## config.mk

```make
export PLATFORM = sky130hd
export DESIGN_NAME = kbd_ctrl_flat
export DESIGN_NICKNAME = d
export VERILOG_FILES = /design/src/rtl/kbd_pkg.sv /design/src/rtl/kbd_if.sv /design/src/rtl/scancode_ascii.sv /design/src/rtl/kbd_ctrl.sv /design/src/flat_wrapper.sv
export SDC_FILE = /design/constraint.sdc
export NUM_CORES = 1
export LEC_CHECK = 0
export ABC_AREA = 1
export CAP_MARGIN = 20
export CORE_AREA = 4 4 75 77
export CTS_CLUSTER_DIAMETER = 40
export DETAILED_ROUTE_END_ITERATION = 12
export DIE_AREA = 0 0 79 81
export PLACE_DENSITY = 0.75
export SLEW_MARGIN = 10
export SYNTH_ARGS = -nofsm -noshare
export SYNTH_HDL_FRONTEND = slang
export SYNTH_SLANG_ARGS = --single-unit
```

## constraint.sdc

```tcl
create_clock -name clk -period 1.9 [get_ports clk]
set_input_delay 0.38 -clock clk [delete_from_list [all_inputs] [get_ports clk]]
set_output_delay 0.38 -clock clk [all_outputs]
set_load 0.01 [all_outputs]
```

## src/rtl/kbd_pkg.sv

```systemverilog
// ============================================================================
// kbd_pkg
// Shared prefix bytes and FSM state encoding for the PS/2 keyboard controller.
// Revision: 1.0
// ============================================================================
`default_nettype none

package kbd_pkg;

  localparam logic [7:0] KB_BREAK = 8'hF0;
  localparam logic [7:0] KB_EXT   = 8'hE0;

  typedef enum logic [1:0] {
    S_IDLE = 2'd0,
    S_ACK  = 2'd1,
    S_PROC = 2'd2
  } state_t;

endpackage

`default_nettype wire

```

## src/rtl/kbd_if.sv

```systemverilog
// ============================================================================
// kbd_if
// Handshake between the PS/2 receiver FIFO (slave) and its controller (master).
// Revision: 1.0
// ============================================================================
`default_nettype none

interface kbd_if;

  logic [7:0] kb_data;
  logic       kb_ready;
  logic       kb_overflow;
  logic       kb_nextdata_n;

  modport master (
    input  kb_data,
    input  kb_ready,
    input  kb_overflow,
    output kb_nextdata_n
  );

  modport slave (
    output kb_data,
    output kb_ready,
    output kb_overflow,
    input  kb_nextdata_n
  );

endinterface

`default_nettype wire

```

## src/rtl/scancode_ascii.sv

```systemverilog
// ============================================================================
// scancode_ascii
// Combinational scan-code-set-2 to ASCII lookup; extended keys map to 0x00.
// Revision: 1.0
// ============================================================================
`default_nettype none

module scancode_ascii
  import kbd_pkg::*;
(
  input  logic [7:0] code,
  input  logic       ext,
  output logic [7:0] ascii
);

  always_comb begin
    ascii = 8'h00;
    if (!ext) begin
      case (code)
        8'h1C: ascii = 8'h61;
        8'h32: ascii = 8'h62;
        8'h21: ascii = 8'h63;
        8'h23: ascii = 8'h64;
        8'h24: ascii = 8'h65;
        8'h2B: ascii = 8'h66;
        8'h34: ascii = 8'h67;
        8'h33: ascii = 8'h68;
        8'h43: ascii = 8'h69;
        8'h3B: ascii = 8'h6A;
        8'h42: ascii = 8'h6B;
        8'h4B: ascii = 8'h6C;
        8'h3A: ascii = 8'h6D;
        8'h31: ascii = 8'h6E;
        8'h44: ascii = 8'h6F;
        8'h4D: ascii = 8'h70;
        8'h15: ascii = 8'h71;
        8'h2D: ascii = 8'h72;
        8'h1B: ascii = 8'h73;
        8'h2C: ascii = 8'h74;
        8'h3C: ascii = 8'h75;
        8'h2A: ascii = 8'h76;
        8'h1D: ascii = 8'h77;
        8'h22: ascii = 8'h78;
        8'h35: ascii = 8'h79;
        8'h1A: ascii = 8'h7A;
        // top-row digits in set 2 are not contiguous
        8'h16: ascii = 8'h31;
        8'h1E: ascii = 8'h32;
        8'h26: ascii = 8'h33;
        8'h25: ascii = 8'h34;
        8'h2E: ascii = 8'h35;
        8'h36: ascii = 8'h36;
        8'h3D: ascii = 8'h37;
        8'h3E: ascii = 8'h38;
        8'h46: ascii = 8'h39;
        8'h45: ascii = 8'h30;
        8'h29: ascii = 8'h20;
        8'h5A: ascii = 8'h0D;
        default: ascii = 8'h00;
      endcase
    end
  end

endmodule

`default_nettype wire

```

## src/rtl/kbd_ctrl.sv

```systemverilog
// ============================================================================
// kbd_ctrl
// Pops the PS/2 FIFO, parses make/break/extended prefixes, tracks the held key.
// Revision: 1.0
// ============================================================================
`default_nettype none

module kbd_ctrl
  import kbd_pkg::*;
#(
  parameter int COUNT_MAX = 99,
  parameter int CNT_W     = 8
) (
  input  logic             clk,
  input  logic             rst,
  kbd_if.master            kb,
  output logic [7:0]       cur_scancode,
  output logic             cur_ext,
  output logic [7:0]       cur_ascii,
  output logic             key_valid,
  output logic [CNT_W-1:0] press_count,
  output logic             ovf_flag
);

  state_t           r_state;
  logic             r_nextdata_n;
  logic [7:0]       r_byte;
  logic             r_brk_pend;
  logic             r_ext_pend;
  logic [7:0]       r_scancode;
  logic             r_cur_ext;
  logic             r_key_valid;
  logic [CNT_W-1:0] r_count;
  logic             r_ovf;

  state_t           w_state_nxt;
  logic             w_nextdata_n_nxt;
  logic [7:0]       w_byte_nxt;
  logic             w_brk_nxt;
  logic             w_extp_nxt;
  logic [7:0]       w_scancode_nxt;
  logic             w_cur_ext_nxt;
  logic             w_key_valid_nxt;
  logic [CNT_W-1:0] w_count_nxt;
  logic             w_same_key;
  logic [CNT_W-1:0] w_count_inc;

  // Same physical key as the one held, including its extended-ness.
  assign w_same_key  = r_key_valid && (r_byte == r_scancode) && (r_ext_pend == r_cur_ext);
  assign w_count_inc = (r_count == CNT_W'(COUNT_MAX)) ? '0 : r_count + 1'b1;

  always_ff @(posedge clk or posedge rst) begin
    if (rst) begin
      r_state      <= S_IDLE;
      r_nextdata_n <= 1'b1;
      r_byte       <= 8'h00;
      r_brk_pend   <= 1'b0;
      r_ext_pend   <= 1'b0;
      r_scancode   <= 8'h00;
      r_cur_ext    <= 1'b0;
      r_key_valid  <= 1'b0;
      r_count      <= '0;
      r_ovf        <= 1'b0;
    end else begin
      r_state      <= w_state_nxt;
      r_nextdata_n <= w_nextdata_n_nxt;
      r_byte       <= w_byte_nxt;
      r_brk_pend   <= w_brk_nxt;
      r_ext_pend   <= w_extp_nxt;
      r_scancode   <= w_scancode_nxt;
      r_cur_ext    <= w_cur_ext_nxt;
      r_key_valid  <= w_key_valid_nxt;
      r_count      <= w_count_nxt;
      r_ovf        <= r_ovf | kb.kb_overflow;
    end
  end

  always_comb begin
    w_state_nxt      = r_state;
    w_nextdata_n_nxt = 1'b1;
    w_byte_nxt       = r_byte;
    w_brk_nxt        = r_brk_pend;
    w_extp_nxt       = r_ext_pend;
    w_scancode_nxt   = r_scancode;
    w_cur_ext_nxt    = r_cur_ext;
    w_key_valid_nxt  = r_key_valid;
    w_count_nxt      = r_count;

    case (r_state)
      S_IDLE: begin
        if (kb.kb_ready) begin
          w_byte_nxt       = kb.kb_data;
          w_nextdata_n_nxt = 1'b0;
          w_state_nxt      = S_ACK;
        end
      end

      // FIFO read pointer is still moving; kb_ready is not trusted here.
      S_ACK: begin
        w_state_nxt = S_PROC;
      end

      S_PROC: begin
        w_state_nxt = S_IDLE;
        if (r_byte == KB_EXT) begin
          w_extp_nxt = 1'b1;
        end else if (r_byte == KB_BREAK) begin
          w_brk_nxt = 1'b1;
        end else if (r_brk_pend) begin
          if (w_same_key) begin
            w_key_valid_nxt = 1'b0;
          end
          w_brk_nxt  = 1'b0;
          w_extp_nxt = 1'b0;
        end else begin
          // Typematic repeats of the held key neither update nor count.
          if (!w_same_key) begin
            w_scancode_nxt  = r_byte;
            w_cur_ext_nxt   = r_ext_pend;
            w_key_valid_nxt = 1'b1;
            w_count_nxt     = w_count_inc;
          end
          w_extp_nxt = 1'b0;
        end
      end

      default: begin
        w_state_nxt = S_IDLE;
      end
    endcase
  end

  scancode_ascii u_ascii (
    .code  (r_scancode),
    .ext   (r_cur_ext),
    .ascii (cur_ascii)
  );

  assign kb.kb_nextdata_n = r_nextdata_n;
  assign cur_scancode     = r_scancode;
  assign cur_ext          = r_cur_ext;
  assign key_valid        = r_key_valid;
  assign press_count      = r_count;
  assign ovf_flag         = r_ovf;

endmodule

`default_nettype wire
```

## src/flat_wrapper.sv

```systemverilog
// flat-port wrapper written by rule: the top's interface ports become plain ports
module kbd_ctrl_flat import kbd_pkg::*;
#(
  parameter int COUNT_MAX = 99,
  parameter int CNT_W     = 8
)
  (clk, rst, cur_scancode, cur_ext, cur_ascii, key_valid, press_count, ovf_flag, kb_kb_data, kb_kb_ready, kb_kb_overflow, kb_kb_nextdata_n);
  kbd_if kb_i ();
  input  logic clk;
  input  logic rst;
  output logic [7:0] cur_scancode;
  output logic cur_ext;
  output logic [7:0] cur_ascii;
  output logic key_valid;
  output logic [CNT_W-1:0] press_count;
  output logic ovf_flag;
  input wire logic [$bits(kb_i.kb_data)-1:0] kb_kb_data;
  input wire logic [$bits(kb_i.kb_ready)-1:0] kb_kb_ready;
  input wire logic [$bits(kb_i.kb_overflow)-1:0] kb_kb_overflow;
  output wire logic [$bits(kb_i.kb_nextdata_n)-1:0] kb_kb_nextdata_n;
  assign kb_i.kb_data = kb_kb_data;
  assign kb_i.kb_ready = kb_kb_ready;
  assign kb_i.kb_overflow = kb_kb_overflow;
  assign kb_kb_nextdata_n = kb_i.kb_nextdata_n;
  kbd_ctrl #(.COUNT_MAX(COUNT_MAX), .CNT_W(CNT_W)) u_core (.clk(clk), .rst(rst), .kb(kb_i), .cur_scancode(cur_scancode), .cur_ext(cur_ext), .cur_ascii(cur_ascii), .key_valid(key_valid), .press_count(press_count), .ovf_flag(ovf_flag));
endmodule
```

==> summary.txt <==
Cells and area
  – Fill count: 420
  – Area growth syn-to-layout: 45.35%
  – Post-route design area: 3385 µm²
  – Share of cells above drive strength 1: 32.21%
  – Antenna cells: 0
  – Final #Nets: 436

Pwr
  – Worst vdd ir: 0.0007597 V
  – Leak Pwr: 1.576 nW
  – Pwr Density: 1538 nW/µm²
  – Cell-internal power: 0.002845 W
  – Reg power frac: 21.4%
  – NetSw: 0.002361 W
  – Switch share: 45.35%
  – Overall power: 0.005205 W
  – Combinational group share of total power: 68.3%
  – Clock Power Share: 10.2%

Status
  – Violated checks: setup timing
  – Status: finished with violations

Min path
  – Hold crit path type: register to register

Route
  – First DRT Iteration DRCs: 217
  – DRT Wirelength: 6.764 mm
  – Routed wire per std cell: 13.92 µm
  – Max layer used: met4
  – M1 wire length: 2.971 mm
  – Detailed Routing Iterations Pass 1: 5
  – DRT antenna net count: 0
  – Metal2 WL: 3.167 mm
  – Met3 wire length: 336 µm
  – Drc violations: 0
  – Via Count: 2545
  – Via/cell ratio: 5.237

STA
  – Worst Skew: 0.002192 ns
  – Final worst path period need: 2.224 ns
  – Fmax: 0.4497 GHz
  – Hold Violations, Final: 0
  – Slew headroom: 64.79%
  – Final period util: 117.0%
  – Max Slew Vio Count: 0
  – Setup ws final: -0.3238 ns
  – RSZ-0062 raised after global routing: true
  – Slew @ Worst Pin: 0.5241 ns
  – Final-report setup violation count: 23

Global routing
  – Largest net degree at the start of global routing: 33
  – Vias in the first global route: 2418
  – First-pass GRT wire length: 10.61 mm
  – All-Layer GR Usage: 20.78%
  – Initial antenna violation count: 0
  – Total grt overflow: 0

Worst setup path
  – Worst Path Max Fanout: 5
  – Worst EP required: 1.52 ns
  – Arrival @ worst endpoint: 1.84 ns
  – Startpoint Class: register
  – Crit. End Element: output port
  – Worst Setup Path Type: register to output port

Logic synthesis
  – Post-synthesis sequential area ratio: 34.44%
  – Syn_area_per_cell: 7.056 µm²
  – Yosys warnings: 0
  – Yosys top cell area share: 33.32%
  – Cells after Synth: 330
  – Most frequent cell after synthesis: nand2_1
  – Cell Area, Synth: 2328 µm²
  – Post-synth ARST share: 100.0%
  – Yosys reg bits: 32
  – Synth cell types: 37
  – Top_reg_cell synth: dfrtp_1
  – Yosys top cell by area: dfrtp_1
  – Synth top area cells: dfrtp_1 33%, nand2_1 16%, nand3_1 5.4%
  – Mapped Nets: 351
  – Post-synth EDFFs: 0
  – Commonest cells post-synth: 97 x nand2_1, 31 x dfrtp_1, 27 x inv_1, 27 x nor2_1, 25 x nand3_1

CTS
  – TritonCTS buffer count: 5
  – Cts hold-fix bufs: 0
  – H-Tree Depth: 2
  – Clock transition at path regs: 0.06 ns
  – Clk sink count: 32
  – Clock root buffer: clkbuf_8
  – Clk Latency, worst-skew pair: 0.28 ns
  – Max clock buf depth: 2
  – CTS tree: done

Job
  – Max_cap viols: 0

Place
  – Placed cell area: 2983 µm²
  – Dpl hpwl: 4.497 mm
  – Placer Congestion: 0.9458
  – Port Buffers: 38

Floorplan
  – Site row count: 26
  – Die width: 79 µm
  – Ports: 40
  – DIE HEIGHT: 81 µm
  – Core box area: 5010 µm²
  – Die footprint: 6399 µm²
  – Initial Util: 46.48%
cell type report:
type / instances / area [µm²] / area share [%]
timing repair buffer: 87 / 778.2 / 22.99
tap: 70 / 87.58 / 2.588
sequential: 32 / 807.0 / 23.84
inverter: 34 / 138.9 / 4.104
clock buffer: 8 / 90.09 / 2.662
multi-input combinational: 254 / 1475 / 43.59
timing repair inverter: 1 / 7.507 / 0.2218
stage by stage:
stage | instances | setup slack (ns) | utilization (%) | hold slack, ns | setup TNS, ns
global route | 486 | -0.4113 | 67.56 | 0.4980 | -4.895
CTS | 480 | -0.2879 | 64.74 | 0.4463 | -1.702
global placement | 463 | -0.4684 | 59.54 | 0.4379 | -3.743
floorplan | 330 | -0.0009198 | - | 0.4220 | -0.0009198
finish | 486 | -0.3238 | 67.56 | 0.4433 | -2.325
detailed placement | 463 | -0.4804 | 59.54 | 0.4376 | -4.429
cells in the final DEF, fill, tap and decap left out, types with 5 or more instances in the layout:
master,netlist,routed
nand2_1,97,89
buf_4,3,40
clkdlybuf4s50_1,0,31
dfrtp_1,31,27
nor2_1,27,24
nand3_1,25,23
inv_1,27,22
nand2_2,13,17
o21ai_0,22,15
o21ai_1,8,13
o21ai_2,7,9
inv_2,6,8
a21oi_1,10,7
buf_2,5,7
clkbuf_8,0,6
buf_6,2,6
nand4_1,5,5
per-layer routing:
| metal | vias to the layer above | GRT usage (%) |
|---|---|---|
| met1 | 1174 | 25.50 |
| li1 | 1238 | - |
| met3 | 31 | 2.772 |
| met4 | 0 | 11.34 |
| met2 | 102 | 35.44 |
| met5 | - | 0 |
logic make-up (layout without fill, tap and decap cells):
family	count (synthesis)	count (layout)	share of synthesized area, %
and+or+nand+nor	181	182	34.77
adders and majority gates	9	9	4.836
buffers and inverters	45	130	9.457
AOI/OAI and AO/OA	55	55	13.70
xor gates and xnor gates	7	7	2.633
DFF	32	32	34.44
other	1	1	0.1610
path summary, 6_finish.rpt:
kind	slack, ns	cells after the start	startpoint	endpoint
min in group asynchronous	0.47	3	rst	u_core.press_count[1]
max in group asynchronous	1.11	3	rst	u_core.kb.kb_nextdata_n
hold reg to reg	0.44	1	u_core.r_state[1]	u_core.r_state[1]
setup / recovery	-0.32	12	u_core.cur_scancode[1]	cur_ascii[3]
hold / removal	0.44	1	u_core.r_state[1]	u_core.r_state[1]
setup reg to reg	-0.04	12	u_core.cur_scancode[1]	u_core.cur_scancode[1]
critical path, stage by stage (launching register included):
cell and delay [ns]:
dfrtp_2 0.43, buf_6 0.14, ha_4 0.16, buf_6 0.12
a21oi_4 0.14, nand2_1 0.07, nand3_1 0.07, nand3_1 0.07
nand2_1 0.07, nand2_1 0.05, nand2_1 0.06, inv_1 0.03
buf_2 0.12
power groups by stage:
stage | Combinational (W) | Clock (W) | Sequential (W)
floorplan | 0.00165 | 0 | 0.00115
global placement | 0.00292 | 0 | 0.00109
detailed placement | 0.00294 | 0 | 0.00110
CTS | 0.00322 | 0.000546 | 0.00111
global route | 0.00387 | 0.000572 | 0.00114
finish | 0.00356 | 0.000533 | 0.00111
sequential cells by signal (all words and copies together), names as in the netlist, 2 cells and up:
signal               flops
u_core.press_count       8
u_core.r_state           2
u_core.cur_scancode      8
u_core.r_byte            8
repair_timing:
item / CTS / global route
hold endpoints to repair: 0 / 0
gates cloned: 1 / 2
endpoints found under the setup margin: 25 / 25
pin swaps: 17 / 10
resized for setup: 68 / 18
setup buffers: 9 / 4
Power figures use the tool's default switching activity.
